<file path="src/rtl/mmio_responder.sv">
`default_nettype none
// ============================================================================
// Module   : mmio_responder
// Purpose  : Memory-mapped I/O target on the CPU data-memory port. Decodes a
//            16-word window and serves switches, buttons (level and sticky
//            rising-edge flags), an LED register and a prescaled down-counting
//            timer with one-shot or auto-reload expiry.
// Revision : 1.0 - initial release
// ============================================================================
module mmio_responder #(
   parameter logic [15:0] IO_BASE  = 16'hFF00,
   parameter int          N_SW     = 10,
   parameter int          N_BTN    = 4,
   parameter int          N_LED    = 10,
   parameter int          PRESCALE = 50000
) (
   input  logic             clk,
   input  logic             reset,
   input  logic [15:0]      addr,
   input  logic             wr_en,
   input  logic [15:0]      wr_data,
   output logic [15:0]      rd_data,
   output logic             io_hit,
   input  logic [N_SW-1:0]  sw,
   input  logic [N_BTN-1:0] btn,
   output logic [N_LED-1:0] led,
   output logic             timer_irq
);

   // Word offsets inside the I/O window
   localparam logic [3:0] REG_SW      = 4'h0;
   localparam logic [3:0] REG_BTN     = 4'h1;
   localparam logic [3:0] REG_BTN_EVT = 4'h2;
   localparam logic [3:0] REG_LED     = 4'h3;
   localparam logic [3:0] REG_TCTRL   = 4'h4;
   localparam logic [3:0] REG_TLOAD   = 4'h5;
   localparam logic [3:0] REG_TCOUNT  = 4'h6;
   localparam logic [3:0] REG_TSTAT   = 4'h7;

   localparam int               PRE_W   = (PRESCALE > 1) ? $clog2(PRESCALE) : 1;
   localparam logic [PRE_W-1:0] PRE_MAX = PRE_W'(PRESCALE - 1);
   localparam logic [PRE_W-1:0] PRE_ONE = PRE_W'(1);

   typedef enum logic [0:0] {
      T_IDLE = 1'b0,
      T_RUN  = 1'b1
   } timer_state_t;

   // Synchronizers and button history
   logic [N_SW-1:0]  r_sw_s1, r_sw_s2;
   logic [N_BTN-1:0] r_btn_s1, r_btn_s2, r_btn_prev;
   logic [N_BTN-1:0] r_btn_evt;

   // Timer state
   timer_state_t     r_state;
   logic             r_auto;
   logic [15:0]      r_tload;
   logic [15:0]      r_tcount;
   logic             r_exp;
   logic [PRE_W-1:0] r_presc;

   // Decode
   logic             w_hit;
   logic             w_wr;
   logic             w_wr_btn_evt, w_wr_led, w_wr_tctrl, w_wr_tload, w_wr_tstat;
   logic [N_BTN-1:0] w_btn_rise;
   logic             w_tick;
   logic             w_expire;
   logic [15:0]      w_rd_mux;

   assign w_hit        = (addr[15:4] == IO_BASE[15:4]);
   assign w_wr         = wr_en & w_hit;
   assign w_wr_btn_evt = w_wr && (addr[3:0] == REG_BTN_EVT);
   assign w_wr_led     = w_wr && (addr[3:0] == REG_LED);
   assign w_wr_tctrl   = w_wr && (addr[3:0] == REG_TCTRL);
   assign w_wr_tload   = w_wr && (addr[3:0] == REG_TLOAD);
   assign w_wr_tstat   = w_wr && (addr[3:0] == REG_TSTAT);

   assign w_btn_rise   = r_btn_s2 & ~r_btn_prev;

   // A TCTRL/TLOAD write restarts the prescaler, so a tick landing on the
   // same edge is swallowed rather than acting on stale timer settings.
   assign w_tick   = (r_state == T_RUN) && (r_presc == PRE_MAX) && !w_wr_tctrl && !w_wr_tload;
   assign w_expire = w_tick && (r_tcount <= 16'd1);

   assign timer_irq = r_exp;

   // Two-flop synchronizers for the asynchronous board inputs, plus one more
   // button stage for edge detection
   always_ff @(posedge clk or negedge reset) begin
      if (!reset) begin
         r_sw_s1    <= '0;
         r_sw_s2    <= '0;
         r_btn_s1   <= '0;
         r_btn_s2   <= '0;
         r_btn_prev <= '0;
      end else begin
         r_sw_s1    <= sw;
         r_sw_s2    <= r_sw_s1;
         r_btn_s1   <= btn;
         r_btn_s2   <= r_btn_s1;
         r_btn_prev <= r_btn_s2;
      end
   end

   // Sticky button-event flags: new rising edges override a simultaneous clear
   always_ff @(posedge clk or negedge reset) begin
      if (!reset) begin
         r_btn_evt <= '0;
      end else begin
         r_btn_evt <= (r_btn_evt & ~(w_wr_btn_evt ? wr_data[N_BTN-1:0] : '0)) | w_btn_rise;
      end
   end

   // LED register
   always_ff @(posedge clk or negedge reset) begin
      if (!reset) begin
         led <= '0;
      end else if (w_wr_led) begin
         led <= wr_data[N_LED-1:0];
      end
   end

   // Prescaler: free-runs 0..PRESCALE-1 only while the timer is running
   always_ff @(posedge clk or negedge reset) begin
      if (!reset) begin
         r_presc <= '0;
      end else if ((r_state != T_RUN) || w_wr_tctrl || w_wr_tload || (r_presc == PRE_MAX)) begin
         r_presc <= '0;
      end else begin
         r_presc <= r_presc + PRE_ONE;
      end
   end

   // Timer FSM: register writes, tick-driven countdown, reload/stop on expiry
   always_ff @(posedge clk or negedge reset) begin
      if (!reset) begin
         r_state  <= T_IDLE;
         r_auto   <= 1'b0;
         r_tload  <= '0;
         r_tcount <= '0;
         r_exp    <= 1'b0;
      end else begin
         if (w_wr_tload) begin
            r_tload  <= wr_data;
            r_tcount <= wr_data;
         end
         if (w_wr_tctrl) begin
            r_auto  <= wr_data[1];
            r_state <= wr_data[0] ? T_RUN : T_IDLE;
         end else begin
            case (r_state)
               T_IDLE: begin
                  // counter frozen
               end
               T_RUN: begin
                  if (w_tick) begin
                     if (r_tcount > 16'd1) begin
                        r_tcount <= r_tcount - 16'd1;
                     end else if (r_auto) begin
                        r_tcount <= r_tload;
                     end else begin
                        r_tcount <= '0;
                        r_state  <= T_IDLE;
                     end
                  end
               end
               default: r_state <= T_IDLE;
            endcase
         end
         // Expiry beats a simultaneous write-1-to-clear
         if (w_expire) begin
            r_exp <= 1'b1;
         end else if (w_wr_tstat && wr_data[0]) begin
            r_exp <= 1'b0;
         end
      end
   end

   // Read multiplexer over pre-write register values
   always_comb begin
      w_rd_mux = '0;
      case (addr[3:0])
         REG_SW:      w_rd_mux[N_SW-1:0]  = r_sw_s2;
         REG_BTN:     w_rd_mux[N_BTN-1:0] = r_btn_s2;
         REG_BTN_EVT: w_rd_mux[N_BTN-1:0] = r_btn_evt;
         REG_LED:     w_rd_mux[N_LED-1:0] = led;
         REG_TCTRL:   w_rd_mux[1:0]       = {r_auto, (r_state == T_RUN)};
         REG_TLOAD:   w_rd_mux            = r_tload;
         REG_TCOUNT:  w_rd_mux            = r_tcount;
         REG_TSTAT:   w_rd_mux[0]         = r_exp;
         default:     w_rd_mux            = '0;
      endcase
   end

   // Registered read data and hit flag, one cycle after the address
   always_ff @(posedge clk or negedge reset) begin
      if (!reset) begin
         rd_data <= '0;
         io_hit  <= 1'b0;
      end else begin
         rd_data <= w_hit ? w_rd_mux : 16'h0000;
         io_hit  <= w_hit;
      end
   end

endmodule
`default_nettype wire
</file>
<file path="config.mk">
export PLATFORM = sky130hd
export DESIGN_NAME = mmio_responder
export DESIGN_NICKNAME = d
export VERILOG_FILES = /design/src/rtl/mmio_responder.sv
export SDC_FILE = /design/constraint.sdc
export NUM_CORES = 1
export LEC_CHECK = 0
export CAP_MARGIN = 30
export CORE_UTILIZATION = 48
export CTS_CLUSTER_DIAMETER = 80
export DETAILED_ROUTE_END_ITERATION = 6
export PLACE_DENSITY = 0.72
export SLEW_MARGIN = 15
export SYNTH_ARGS = -nofsm -noshare
export SYNTH_HDL_FRONTEND = slang
export SYNTH_SLANG_ARGS = --single-unit
export TNS_END_PERCENT = 30
</file>
<file path="constraint.sdc">
create_clock -name clk -period 2.8 [get_ports clk]
set_input_delay 0.42 -clock clk [delete_from_list [all_inputs] [get_ports clk]]
set_output_delay 0.42 -clock clk [all_outputs]
set_load 0.03 [all_outputs]
</file>
Word level (Yosys, flattened, before mapping)
Index checks and enable logic that the tools add are counted.
W data, S select, Z words.

cells by class
  add/sub/neg operators = 2
  $mul = 0
  divide/modulo/power cells = 0
  magnitude comparators = 2
  equality and inequality tests = 9
  shifts and indexed selects = 0
  multiplexer cells = 22
  bitwise gates (word level) = 7
  reductions and logical operators = 17

operator list
  operator                 count
  $mux W16                 8
  $pmux W6 S4              1
  $add A16 B1 Y16 const B  1
  $eq A16 B16 Y1 const B   1
  $eq A4 B3 Y1 const B     4
  $gt A16 B1 Y1 const B    1
  $le A16 B1 Y1 const B    1
  $sub A16 B1 Y16 const B  1
  $eq A12 B12 Y1 const B   1
  $pmux W2 S6              1
  $pmux W6 S2              1
  $logic_and A1 B1 Y1      10
  $and A4 B4 Y4            2
  $eq A4 B2 Y1 const B     2
  $mux W1                  8
  $not A4 Y4               2
  $pmux W1 S8              1
  $pmux W1 S7              1
  $eq A4 B1 Y1 const B     1
  $logic_not A4 Y1         1
  $mux W4                  1
  $or A4 B4 Y4             1
  $logic_or A1 B1 Y1       3
  $logic_not A1 Y1         2
  other kinds (3)          3

word-level totals
  register bits after elaboration = 114
  bits in latches = 0
  RAM bits = 0
  ROM bits = 0
  bits of input ports = 49
  output and inout port bits = 28
  word-level logic and storage cells = 74
  memories kept = 0

Logic depth before layout (Yosys ltp)
  depth in word-level cells = 9
  depth in mapped cells = 8
  depth with buffers taken out = 7

Least setup slack after synthesis
Ideal clock, no wire load.

  kind = register to register
  start = register r_tcount[0]
  end = register r_tcount[7]
  library setup time = 0.079 ns
  arrival time = 2.065 ns
  data required time = 2.721 ns
  slack = 0.655 ns
  cell stages (with the launch flop) = 8
  path buffers = 0
  period minus slack after synthesis = 2.145 ns
  cells stage by stage = dfrtp_1 > inv_1 > ha_1 > nor2_1 > nor4_2 > and2_2 > mux2_2 > mux2i_1

on the way
  word-level cells in the longest chain between the ends = 5
  elaborated cells on any way between the ends = 6
  classes of those cells = add/sub: 1; order compare: 1; mux: 4

ends and longest elaborated chain
  item                                              RTL line  RTL
  start: declaration                                58        logic [15:0] r_tcount;
  start signal: assignment                          146       r_tcount <= wr_data;
  start signal: assignment                          159       r_tcount <= r_tcount - 16'd1;
  start signal: assignment                          161       r_tcount <= r_tload;
  $sub A16 B1 Y16 or $gt A16 B1 Y1 (tied branches)  159, 158
  $mux W16 *                                        158       if (r_tcount > 16'd1) begin
  $mux W16 *                                        157       if (w_tick) begin
  $mux W16 *                                        152       case (r_state)
  $mux W16 *                                        148       if (w_wr_tctrl) begin

Mark *: on every way between the ends. The rest lies on a longest branch, timed or not.
A chain may end at the register's enable or synchronous reset.

Final worst setup path
  start = register r_tcount[7]
  end = register r_tcount[6]

on the way
  word-level cells in the longest chain between the ends = 5

ends and longest elaborated chain
  item           RTL line
  $gt A16 B1 Y1  158
  $mux W16       158
  $mux W16       157
  $mux W16       152
  $mux W16       148

Every way passes these cells.

==> out/results.ini <==
[die]
rows = 37
die_width_um = 106
io_pins = 77
fp.coreArea_um2 = 10400
die_h_um = 106
die_area_um2 = 11200
initial_utilization_pct = 49.8

[routing]
drc = 0
drtIter0Drc = 199
drt-total-wl_um = 12000
dr.pass1.iters = 4
wl_per_cell_um = 17.7
vias = 3887
viasPerCell = 5.73
ant_nets = 0

[grt]
grt_max_degree = 54
overflow = 0
grt_first_pass_wirelength_um = 20100
antenna_found_initial = 0
grt_util_all_layers_pct = 23.5
grt_pass1_vias = 4003

[yosys]
synth.cell_area_um2 = 5190
async_flop_share_pct = 100
synth_xor_area_share_pct = 3.88
synth_edf_count = 0
syn-num-nets = 489
synth.distinct_cells = 54
ys_seq_area_share_pct = 54.9
synth_seq_cells = 114
syn-instance-count = 437
synth_fa_ha_area_share_pct = 0.723
ys.flop_type = dfrtp_1
synth_top_family_by_area = simple AND/OR/NAND/NOR gates
synthSimpleGateAreaFrac_pct = 13.0
synth_compound_area_share_pct = 11.4
postSynthAreaPerCell_um2 = 11.9
synthMuxAreaShare_pct = 11.7
yosysWarnings = 0

[place]
dp_slack_ns = 0.120
port_buffers = 76
gp_congestion = 0.827
post_dp_cell_area_um2 = 6160
dp_hpwl_um = 7960

[finish]
filler_cell_count = 786
areaGrowthSynthToFinish_pct = 30.1
final_common_cell = dfrtp_1
nets = 581
postLayoutCellArea_um2 = 6760
antenna_cells = 0
layout-drive-gt1-share_pct = 18.5
final_cell_mix = 114 x dfrtp_1, 75 x clkdlybuf4s50_1, 31 x mux2_2, 27 x a22oi_1

[critical_path]
crit_required_ns = 3.24
cp-end-kind = flip-flop
critical_path.endpoint = r_tcount[6]
timing.rr.end = r_tcount[6]
crit_fanout = 10
reg2reg_slack_ns = 0.50
r2r_cells = 6
critPathKind = reg2reg
reg2reg_from = r_tcount[7]
cp-startpoint = r_tcount[7]
worstPathArrival_ns = 2.74
cp-start-kind = flip-flop

[clock_network]
numCtsBuffers = 17
ctsResizeCount = 0
cts.sinks = 114
cts_hold_buf = 1
insertion_delay_ns = 0.52
postCtsSetupBuffers = 0
tritoncts = yes
cts-root-buf = clkbuf_8
cts-htree-levels = 4
clkTransAtPathRegs_ns = 0.06
clockBufferDepth = 2

[pwr]
ir_drop_mv = 0.429
power_density_nw_per_um2 = 586
power.static_leakage_uw = 0.00293

[min_path]
hold_path_class = in2reg

[sta]
rsz0062_at_grt = no
setup_viol = 0
tightest_slew_ns = 0.765
fin_hold_ws_ns = 0.335
min_period_ns = 2.30
worst_slack_ns = 0.497
period_share_pct = 82.2
fmax_mhz = 434
tns_ns = 0
clock-skew-final_ns = 0.00948
slew_headroom_pct = 49.0
hold_viol = 0
drv_slew = 0

[status]
status = complete, no violations

[run]
drv_cap = 0

==> cells in the mapped netlist (4+ instances only) <==
cell type | count | area, µm²
xor2_1 | 11 | 96.3
a22o_1 | 5 | 43.8
nor3_1 | 10 | 50.1
clkbuf_1 | 11 | 41.3
buf_2 | 7 | 35.0
mux2i_1 | 26 | 260
a22oi_1 | 27 | 203
a31oi_1 | 12 | 75.1
nand3_1 | 5 | 25.0
buf_6 | 5 | 56.3
or4_1 | 4 | 30.0
dfrtp_1 | 114 | 2850
mux2_2 | 31 | 349
a21oi_1 | 16 | 80.1
nand4_1 | 7 | 43.8
inv_1 | 13 | 48.8
and3_1 | 5 | 31.3
nor4_1 | 5 | 31.3
xnor2_1 | 12 | 105
nor2_1 | 26 | 97.6
or3_1 | 4 | 25.0
o21ai_0 | 4 | 20.0
a221oi_1 | 4 | 35.0
nand2_1 | 26 | 97.6
==> power breakdown <==
group          total, µW  switching [µW]  internal (µW)
registers           1680            8.81           1670
clock network       2120             790           1330
logic                165            82.1           83.4
total               3960             881           3080
==> sequential cells by signal, summed over array words and instances, names as in the netlist <==
| register | flops |
|---|---|
| io_hit | 1 |
| led | 10 |
| r_auto | 1 |
| r_btn_evt | 4 |
| r_btn_prev | 4 |
| r_btn_s1 | 4 |
| r_btn_s2 | 4 |
| r_presc | 16 |
| r_state | 1 |
| r_sw_s1 | 10 |
| r_sw_s2 | 10 |
| r_tcount | 16 |
| r_tload | 16 |
| rd_data | 16 |
| timer_irq | 1 |
==> cell families (layout without fill, tap and decap cells) <==
group	Yosys count	in the layout
and+or+nand+nor	118	118
DFF	114	114
AOI/OAI and AO/OA	82	82
muxes	57	57
buffers and inverters	40	145
xor gates and xnor gates	23	23
adders and majority gates	3	3
==> worst min-delay path by stage <==
stage | from | end | slack [ns] | cells past startpoint
2_1_floorplan | reset | io_hit | 0.12 | 0
3_3_place_gp | r_sw_s1[4] | r_sw_s2[4] | 0.33 | 0
3_5_place_dp | r_sw_s1[3] | r_sw_s2[3] | 0.33 | 0
4_1_cts | sw[7] | r_sw_s1[7] | 0.32 | 1
5_1_grt | btn[0] | r_btn_s1[0] | 0.31 | 1
6_report | btn[0] | r_btn_s1[0] | 0.34 | 1
==> final cells by class <==
class | instances | area, µm² | share of cell area (%)
clock buffer | 19 | 442 | 6.54
timing repair buffer | 100 | 966 | 14.3
inverter | 13 | 48.8 | 0.722
sequential | 114 | 2850 | 42.2
multi-input combinational | 283 | 2130 | 31.5
clock inverter | 13 | 150 | 2.22
tap | 136 | 170 | 2.52
==> metal layers <==
layer	vias up	GRT usage (%)	wire length [µm]
met4	0	9.92	262
met2	107	39.5	6240
met3	24	5.33	446
li1	1794	-	-
met1	1962	29.1	5050
met5	-	0	0
==> per-stage QoR <==
stage	utilization, %	total power (µW)	instances
2_1_floorplan	-	1740	437
3_3_place_gp	59.1	1870	645
3_5_place_dp	59.1	1870	645
4_1_cts	64.9	4000	678
5_1_grt	64.9	4090	678
6_report	64.9	3960	678
==> critical path: stages (launching register included) <==
cell and delay [ns]:
dfrtp_1 0.42, or4_1 0.74, nor4b_4 0.30, buf_4 0.23
nand2_4 0.11, mux2_2 0.29, mux2i_1 0.13
No activity file was read; power rests on OpenSTA's default activity.
